$ cat src/rtl/clock_pkg.sv
// Shared types and constants for the digital-clock display path.
// Holds the BCD digit type, segment constants and the digit-index encoding.
package clock_pkg;

    typedef logic [3:0] bcd_t;

    localparam int NUM_DIGITS = 6;

    // Active-low {g,f,e,d,c,b,a}
    localparam logic [6:0] SEG_BLANK = 7'h7F;
    localparam logic [6:0] SEG_DASH  = 7'h3F;

    typedef enum logic [2:0] {
        DIG_S_L = 3'd0,
        DIG_S_M = 3'd1,
        DIG_M_L = 3'd2,
        DIG_M_M = 3'd3,
        DIG_H_L = 3'd4,
        DIG_H_M = 3'd5
    } dig_idx_e;

    // Digits carrying the H.M.S separator dot
    function automatic logic is_sep_digit(input dig_idx_e d);
        return (d == DIG_M_L) || (d == DIG_H_L);
    endfunction

endpackage

$ cat src/rtl/disp_mux_if.sv
// Bus between the time counters / board pins and the display multiplexer.
// dmux_blink_sel exists only when DMUX_BLINK_EN is defined.
interface disp_mux_if;

    logic       dmux_enable;
    logic [3:0] dmux_h_Lsd;
    logic [1:0] dmux_h_Msd;
    logic [3:0] dmux_m_Lsd;
    logic [2:0] dmux_m_Msd;
    logic [3:0] dmux_s_Lsd;
    logic [2:0] dmux_s_Msd;
`ifdef DMUX_BLINK_EN
    logic [1:0] dmux_blink_sel;
`endif
    logic [5:0] dmux_anode;
    logic [6:0] dmux_seg;
    logic       dmux_dp;

    modport master (
        output dmux_enable, dmux_h_Lsd, dmux_h_Msd, dmux_m_Lsd, dmux_m_Msd,
               dmux_s_Lsd, dmux_s_Msd,
`ifdef DMUX_BLINK_EN
        output dmux_blink_sel,
`endif
        input  dmux_anode, dmux_seg, dmux_dp
    );

    modport slave (
        input  dmux_enable, dmux_h_Lsd, dmux_h_Msd, dmux_m_Lsd, dmux_m_Msd,
               dmux_s_Lsd, dmux_s_Msd,
`ifdef DMUX_BLINK_EN
        input  dmux_blink_sel,
`endif
        output dmux_anode, dmux_seg, dmux_dp
    );

endinterface

$ cat src/rtl/bcd_to_seg.sv
// Combinational BCD to active-low 7-segment decoder, {g,f,e,d,c,b,a}.
// Non-decimal codes 10-15 render as a dash.
module bcd_to_seg
    import clock_pkg::*;
(
    input  bcd_t       bcd_i,
    output logic [6:0] seg_o
);

    always_comb begin
        seg_o = SEG_DASH;
        case (bcd_i)
            4'd0: seg_o = 7'h40;
            4'd1: seg_o = 7'h79;
            4'd2: seg_o = 7'h24;
            4'd3: seg_o = 7'h30;
            4'd4: seg_o = 7'h19;
            4'd5: seg_o = 7'h12;
            4'd6: seg_o = 7'h02;
            4'd7: seg_o = 7'h78;
            4'd8: seg_o = 7'h00;
            4'd9: seg_o = 7'h10;
            default: seg_o = SEG_DASH;
        endcase
    end

endmodule

$ cat src/rtl/disp_mux.sv
// Six-digit common-anode display scanner with per-frame snapshot and registered pin outputs.
// Define DMUX_BLINK_EN to add field blinking driven by dmux_blink_sel.
module disp_mux
    import clock_pkg::*;
#(
    parameter int CLK_HZ   = 50_000_000,
    parameter int SCAN_HZ  = 1000,
    parameter int BLINK_HZ = 2
) (
    input  logic      dmux_clock,
    input  logic      dmux_reset,
    disp_mux_if.slave bus
);

    localparam int DIV   = CLK_HZ / (SCAN_HZ * 6);
    localparam int CNT_W = (DIV > 1) ? $clog2(DIV) : 1;
    localparam logic [CNT_W-1:0] CNT_LAST = CNT_W'(DIV - 1);

    generate
        if (DIV < 2) begin : g_div_check
            $error("disp_mux: CLK_HZ/(SCAN_HZ*6) must be at least 2");
        end
        if (BLINK_HZ < 1) begin : g_blink_check
            $error("disp_mux: BLINK_HZ must be at least 1");
        end
    endgenerate

    logic [CNT_W-1:0]            presc_q, presc_d;
    dig_idx_e                    idx_q, idx_d;
    bcd_t [NUM_DIGITS-1:0]       snap_q, snap_d;
    logic                        primed_q, primed_d;
    logic [5:0]                  anode_q, anode_d;
    logic [6:0]                  seg_q, seg_d;
    logic                        dp_q, dp_d;

    logic                        en;
    logic                        tick;
    logic                        take;
    logic                        blink_blank;
    bcd_t [NUM_DIGITS-1:0]       in_digits;
    bcd_t                        cur_digit;
    logic [6:0]                  dec_seg;

    assign en = bus.dmux_enable;

    // Msd fields zero-extended so every snapshot slot is a full BCD digit
    assign in_digits = {{2'b00, bus.dmux_h_Msd}, bus.dmux_h_Lsd,
                        {1'b0,  bus.dmux_m_Msd}, bus.dmux_m_Lsd,
                        {1'b0,  bus.dmux_s_Msd}, bus.dmux_s_Lsd};

    always_comb begin
        tick     = en && (presc_q == CNT_LAST);
        presc_d  = presc_q;
        if (en) begin
            presc_d = tick ? '0 : presc_q + CNT_W'(1);
        end

        idx_d = idx_q;
        if (tick) begin
            idx_d = (idx_q == DIG_H_M) ? DIG_S_L : dig_idx_e'(idx_q + 3'd1);
        end

        // A fresh frame starts at the 5->0 wrap, or at the first enabled cycle after reset
        take     = en && (!primed_q || (tick && (idx_q == DIG_H_M)));
        primed_d = primed_q | take;
        snap_d   = take ? in_digits : snap_q;
        // The digit shown this edge already uses the just-captured frame
        cur_digit = snap_d[idx_d];
    end

    bcd_to_seg u_dec (
        .bcd_i (cur_digit),
        .seg_o (dec_seg)
    );

`ifdef DMUX_BLINK_EN
    localparam int BLINK_DIV = CLK_HZ / (2 * BLINK_HZ);
    localparam int BLINK_W   = (BLINK_DIV > 1) ? $clog2(BLINK_DIV) : 1;
    localparam logic [BLINK_W-1:0] BLINK_LAST = BLINK_W'(BLINK_DIV - 1);

    logic [BLINK_W-1:0] blink_cnt_q, blink_cnt_d;
    logic               phase_q, phase_d;
    logic [1:0]         sel_q, sel_d;

    always_comb begin
        blink_cnt_d = (blink_cnt_q == BLINK_LAST) ? '0 : blink_cnt_q + BLINK_W'(1);
        phase_d     = (blink_cnt_q == BLINK_LAST) ? ~phase_q : phase_q;
        sel_d       = take ? bus.dmux_blink_sel : sel_q;
        // Field code of a digit pair is idx/2 + 1 (01 sec, 10 min, 11 hour)
        blink_blank = phase_q && (sel_d != 2'b00) && (sel_d == (idx_d[2:1] + 2'd1));
    end

    always_ff @(posedge dmux_clock or negedge dmux_reset) begin
        if (!dmux_reset) begin
            blink_cnt_q <= '0;
            phase_q     <= 1'b0;
            sel_q       <= 2'b00;
        end else begin
            blink_cnt_q <= blink_cnt_d;
            phase_q     <= phase_d;
            sel_q       <= sel_d;
        end
    end
`else
    assign blink_blank = 1'b0;
`endif

    always_comb begin
        anode_d = 6'b111111;
        seg_d   = SEG_BLANK;
        dp_d    = 1'b1;
        if (en) begin
            anode_d[idx_d] = 1'b0;
            if (!blink_blank) begin
                seg_d = dec_seg;
                dp_d  = !is_sep_digit(idx_d);
            end
        end
    end

    always_ff @(posedge dmux_clock or negedge dmux_reset) begin
        if (!dmux_reset) begin
            presc_q  <= '0;
            idx_q    <= DIG_S_L;
            snap_q   <= '0;
            primed_q <= 1'b0;
            anode_q  <= 6'b111111;
            seg_q    <= SEG_BLANK;
            dp_q     <= 1'b1;
        end else begin
            presc_q  <= presc_d;
            idx_q    <= idx_d;
            snap_q   <= snap_d;
            primed_q <= primed_d;
            anode_q  <= anode_d;
            seg_q    <= seg_d;
            dp_q     <= dp_d;
        end
    end

    assign bus.dmux_anode = anode_q;
    assign bus.dmux_seg   = seg_q;
    assign bus.dmux_dp    = dp_q;

endmodule

$ cat src/flat_wrapper.sv
// flat-port wrapper written by rule: the top's interface ports become plain ports
module disp_mux_flat import clock_pkg::*;
#(
    parameter int CLK_HZ   = 50_000_000,
    parameter int SCAN_HZ  = 1000,
    parameter int BLINK_HZ = 2
)
  (dmux_clock, dmux_reset, bus_dmux_enable, bus_dmux_h_Lsd, bus_dmux_h_Msd, bus_dmux_m_Lsd, bus_dmux_m_Msd, bus_dmux_s_Lsd, bus_dmux_s_Msd, bus_dmux_anode, bus_dmux_seg, bus_dmux_dp);
  disp_mux_if bus_i ();
  input  logic dmux_clock;
  input  logic dmux_reset;
  input wire logic [$bits(bus_i.dmux_enable)-1:0] bus_dmux_enable;
  input wire logic [$bits(bus_i.dmux_h_Lsd)-1:0] bus_dmux_h_Lsd;
  input wire logic [$bits(bus_i.dmux_h_Msd)-1:0] bus_dmux_h_Msd;
  input wire logic [$bits(bus_i.dmux_m_Lsd)-1:0] bus_dmux_m_Lsd;
  input wire logic [$bits(bus_i.dmux_m_Msd)-1:0] bus_dmux_m_Msd;
  input wire logic [$bits(bus_i.dmux_s_Lsd)-1:0] bus_dmux_s_Lsd;
  input wire logic [$bits(bus_i.dmux_s_Msd)-1:0] bus_dmux_s_Msd;
  output wire logic [$bits(bus_i.dmux_anode)-1:0] bus_dmux_anode;
  output wire logic [$bits(bus_i.dmux_seg)-1:0] bus_dmux_seg;
  output wire logic [$bits(bus_i.dmux_dp)-1:0] bus_dmux_dp;
  assign bus_i.dmux_enable = bus_dmux_enable;
  assign bus_i.dmux_h_Lsd = bus_dmux_h_Lsd;
  assign bus_i.dmux_h_Msd = bus_dmux_h_Msd;
  assign bus_i.dmux_m_Lsd = bus_dmux_m_Lsd;
  assign bus_i.dmux_m_Msd = bus_dmux_m_Msd;
  assign bus_i.dmux_s_Lsd = bus_dmux_s_Lsd;
  assign bus_i.dmux_s_Msd = bus_dmux_s_Msd;
  assign bus_dmux_anode = bus_i.dmux_anode;
  assign bus_dmux_seg = bus_i.dmux_seg;
  assign bus_dmux_dp = bus_i.dmux_dp;
  disp_mux #(.CLK_HZ(CLK_HZ), .SCAN_HZ(SCAN_HZ), .BLINK_HZ(BLINK_HZ)) u_core (.dmux_clock(dmux_clock), .dmux_reset(dmux_reset), .bus(bus_i));
endmodule
$ cat config.mk
export PLATFORM = sky130hd
export DESIGN_NAME = disp_mux_flat
export DESIGN_NICKNAME = d
export VERILOG_FILES = /design/src/rtl/clock_pkg.sv /design/src/rtl/disp_mux_if.sv /design/src/rtl/bcd_to_seg.sv /design/src/rtl/disp_mux.sv /design/src/flat_wrapper.sv
export SDC_FILE = /design/constraint.sdc
export NUM_CORES = 1
export LEC_CHECK = 0
export ABC_CLOCK_PERIOD_IN_PS = 3300
export BUFFER_PORTS_ARGS = -buffer_cell sky130_fd_sc_hd__buf_2
export CAP_MARGIN = 20
export CORE_MARGIN = 4
export CORE_UTILIZATION = 52
export CTS_CLUSTER_SIZE = 28
export DETAILED_ROUTE_END_ITERATION = 10
export MAX_ROUTING_LAYER = met4
export PLACE_DENSITY_LB_ADDON = 0.2
export SYNTH_ARGS = -nofsm -noshare
export SYNTH_HDL_FRONTEND = slang
export SYNTH_HIERARCHICAL = 1
export SYNTH_SLANG_ARGS = --single-unit
$ cat constraint.sdc
create_clock -name dmux_clock -period 3.3 [get_ports dmux_clock]
set_input_delay 0.165 -clock dmux_clock [delete_from_list [all_inputs] [get_ports dmux_clock]]
set_output_delay 0.165 -clock dmux_clock [all_outputs]
set_load 0.05 [all_outputs]
Yosys cells after proc, flatten, opt, wreduce, memory -nomap -nowiden
Memories as Yosys holds them, arrays and structs flattened.
Index checks and enable logic that the tools add are counted.

word-level totals
  register bits = 56
  ROM bits = 112
  logic and storage cells = 42
  memories kept = 1

operators by class
  $add $sub $neg = 2
  magnitude comparators = 2
  eq/ne operators = 4
  mux-type cells = 11
  bitwise operators = 2
  reduce and logical (&&, ||, !) cells = 8

memories
  name              words  bits a word  rd ports  clocked after Yosys merged registers in  write ports  line              RTL
  (name not given)  16     7            1         0                                        0            bcd_to_seg.sv:12  case (bcd_i)

operators by type and width
  operator                                                                              number
  24-bit 2-to-1 mux                                                                     1
  14-bit by 1-bit adder with 14-bit output (second input constant)                      1
  14-bit equality test (second input constant)                                          1
  14-bit 2-to-1 mux                                                                     1
  4-bit binary-select mux with 3-bit select                                             1
  7-bit 2-to-1 mux                                                                      1
  3-bit equality test (second input constant)                                           2
  3-bit 2-to-1 mux                                                                      2
  6-bit 2-to-1 mux                                                                      1
  6-bit NOT                                                                             1
  1-bit logical AND                                                                     4
  3-bit by 4-bit < comparator with 1-bit output (second input constant)                 1
  4-bit 2-to-1 mux                                                                      1
  3-bit by 1-bit adder with 3-bit output (second input constant)                        1
  1-bit demux with 3-bit select                                                         1
  3-bit by 2-bit equality test with 1-bit output (second input constant)                1
  3-bit by 1-bit greater-or-equal comparator with 1-bit output (second input constant)  1
  1-bit zero test                                                                       2
  1-bit logical OR                                                                      2
  1-bit 2-to-1 mux                                                                      2
  1-bit OR                                                                              1

Longest topological paths before layout
An unclocked memory read counts as a cell.

  word-level depth = 10
  mapped depth = 14

By module
The synthesis kept the hierarchy.

by module, submodules not included
  module      times used  cells an instance  area each (µm²)
  disp_mux    1           236                2,675.1
  bcd_to_seg  1           31                 240.2

Least setup slack after synthesis
OpenSTA, ideal clock, no wires.

  path type = register to register
  start point = register u_core.presc_q[4]
  end point = register u_core.seg_q[4] (netlist: u_core/bus.dmux_seg[4])
  library setup time = 64 ps
  arrival time = 3,297 ps
  setup slack = -61 ps
  cell stages (with the launch flop) = 13
  clock period less this slack = 3,361 ps
  cells stage by stage = dfrtp_1 -> or4b_4 -> nor4_4 -> a21oi_2 -> buf_6 -> mux2_2 -> a21oi_1 -> a2bb2oi_1 -> inv_1 -> ha_1 -> or2b_1 -> a31oi_1 -> nand2b_1

RTL lines
  item                    line             RTL
  start, declared         disp_mux.sv:28   logic [CNT_W-1:0] presc_q, presc_d;
  start signal, assigned  disp_mux.sv:131  presc_q <= presc_d;
  end signal, assigned    disp_mux.sv:136  seg_q <= seg_d;
  end, declared           disp_mux.sv:33   logic [6:0] seg_q, seg_d;

==> out/metrics.csv <==
metric,value,unit
vias in the first global route,2113,
routed wire length per instance,15.5,um
CTS root buffer,clkbuf_8,
clock skew,0.00173,ns
Peak supply drop,0.291,mV
initial antenna violation count,0,
CTS tree,done,
Crit path arrival time,3.42,ns
Hold Crit Depth,2,
LEAKAGE,1.69,nW
Final Hold Viols,0,
Power Density,424,mW/mm^2
Mapped Nets,297,
Crit Path Class,register to register,
die footprint,0.00687,sq mm
final instance area,0.00355,sq mm
Area Growth Syn to Fin,21.8,%
Congestion Overflow GR,0,
GRT Util Overall,18.2,%
"Seq/Total Area, Yosys",48.7,%
Critical R2R Launch,u_core/presc_q[9],
Vias,2143,
"Cell Area, Placed",0.00322,sq mm
GPL Wtd Cong,0.821,
nets@finish,361,
Post-synth EDFFs,0,
Num CTS Buffers,5,
Max Fclk,0.315,GHz
reg2reg end,u_core/bus.dmux_seg[5],
Initial Util,55.3,%
DP Wirelength,4.24,mm
Die Y-Extent,82.9,um
Hold Startpoint,bus_dmux_s_Lsd[2],
Worst EP required,3.55,ns
R2R setup slack,0.13,ns
Residual DRC,0,
depth of the most critical reg-to-reg path,13,
Synth cell types,53,
main flop type after synthesis,dfrtp_1,
I/O pins,37,
Post-Place Cells,375,
clock latency on the worst-skew pair,0.30,ns
synthesized instance count,267,
Port Buffers,36,
Post-synth ARST share,100,%
largest net degree at the start of global routing,30,
max-slew violation count,0,
CTS H-tree lvls,2,
Worst Setup End Kind,register,
die width,82.9,um
Worst-path clk slew,0.09,ns
"most common cell after layout, fill and taps aside",dfrtp_1,
router iterations before antenna repair,4,
hold endpoint,u_core/snap_q[2],
worst min path class,input pin to register,
CORE AREA,0.00527,sq mm
Initial DRC Count,114,
max_slew headroom,58.5,%
routed vias/inst,5.33,
Post-Layout Cell Count,402,
first-pass GRT wire length,10.2,mm
CTS Sinks,56,
Setup crit start kind,register,
share of post-route cells with drive strength above 1,40.1,%
final setup vio count,0,
Tcrit/Tclk final,96.0,%
drt total wl,6.23,mm
worst-path fanout max,13,
clk buf depth,2,
Yosys reg bits,56,
"Avg Cell Area, Syn",10.9,sq um
post-route setup TNS,0,ns
Final Core Density,67.4,%
Mapped Area,0.00292,sq mm
most frequent cells in the layout,"40 x dfrtp_1, 37 x buf_2, 29 x buf_4",
run status,finished clean,
crit path from,u_core/presc_q[9],
min Tclk post-route,3.17,ns
hold slack,0.110,ns
number of synthesis warnings,6,
Least-Margin Pin Slew,0.617,ns
ANT nets after route,0,
Core Rows,26,
ant diodes,0,
max_cap viols,0,
## sequential cells by signal (all words and copies together) (netlist names)
signal / cells
u_core/presc_q: 14
u_core/snap_q: 24
u_core/primed_q: 1
u_core/bus.dmux_dp: 1
u_core/bus.dmux_anode: 6
u_core/bus.dmux_seg: 7
u_core/idx_q: 3
## cells in the mapped netlist (all sizes together) (5+ instances only)
cell    count  area, sq um
dfstp      14          368
a22oi       7         57.6
xor2        7         61.3
clkbuf      7         26.3
nand2      21         78.8
nor2       16         60.1
mux2i       6         60.1
a21oi       9         48.8
dfrtp      42         1050
nand3      11         55.1
mux2       22          263
and2        9         56.3
ha          7         87.6
nand2b     11         68.8
nor2b       6         45.0
xnor2       7         61.3
inv        10         37.5
buf         5         43.8
## cell type report
type / count / area (sq um)
clock buffers: 7 / 86.3
clock inverters: 1 / 7.51
fillers: 438 / 1720
inverters: 10 / 37.5
multi-input cells: 189 / 1470
flip-flops and latches: 56 / 1420
well taps: 70 / 87.6
repair buffers: 69 / 444
## timing repair
action                                 in CTS  in global routing
cloned                                      0                  1
endpoints found under the hold margin      27                  0
pin swaps                                   0                  4
setup endpoints to repair                   1                  7
hold buffers                                1                  0
setup buffers                               0                 17
gates resized for setup                     2                 16
## routing by layer
metal / GRT usage (%) / part of all wire [%] / up-vias
met5: - / 0 / -
met4: 3.57 / 1.3 / 0
met3: 4.75 / 5.8 / 11
met2: 27.8 / 46 / 66
met1: 24.8 / 47 / 1004
li1: - / - / 1062
## report_power, final
group	internal (mW)	switching (mW)	total, mW
combinational	0.147	0.177	0.324
clock	0.171	0.204	0.375
sequential	0.764	0.0442	0.808
total	1.08	0.426	1.51
## cell families after synthesis
| group | after synthesis | share of synthesized area [%] |
|---|---|---|
| muxes | 28 | 11.1 |
| AOI/OAI and AO/OA | 45 | 11.1 |
| buffers and inverters | 22 | 3.69 |
| adders and majority gates | 7 | 3.00 |
| xor gates and xnor gates | 14 | 4.21 |
| DFF | 56 | 48.7 |
| and+or+nand+nor | 95 | 18.3 |
## worst max path at each step
stage	end	slack [ns]	cells after the start
after detailed placement	u_core/bus.dmux_seg[5]	-0.02	13
after floorplan	u_core/bus.dmux_seg[4]	0.13	11
after global routing	u_core/bus.dmux_seg[0]	-0.04	14
final	u_core/bus.dmux_seg[5]	0.13	13
after CTS	u_core/bus.dmux_seg[5]	0.02	11
after global placement	u_core/bus.dmux_seg[5]	0.1	13
## worst max-delay path, stage by stage, from the launching register on
cell and delay, ns:
dfrtp_2 0.44, or4_4 0.56, nor4_4 0.25, buf_4 0.17, a21oi_4 0.10, buf_4 0.21, buf_4 0.14, buf_4 0.16
and2_1 0.17, and2_1 0.16, o32a_4 0.25, nor2b_4 0.15, o31ai_1 0.21, nand2b_1 0.13
## through the flow
stage | setup WS [ns] | total power [mW]
after floorplan | 0.125 | 1.03
final | 0.130 | 1.51
after global placement | 0.0963 | 1.11
after detailed placement | -0.0218 | 1.12
after global routing | -0.0438 | 1.59
after CTS | 0.0238 | 1.50
(Power assumes the default switching activity.)
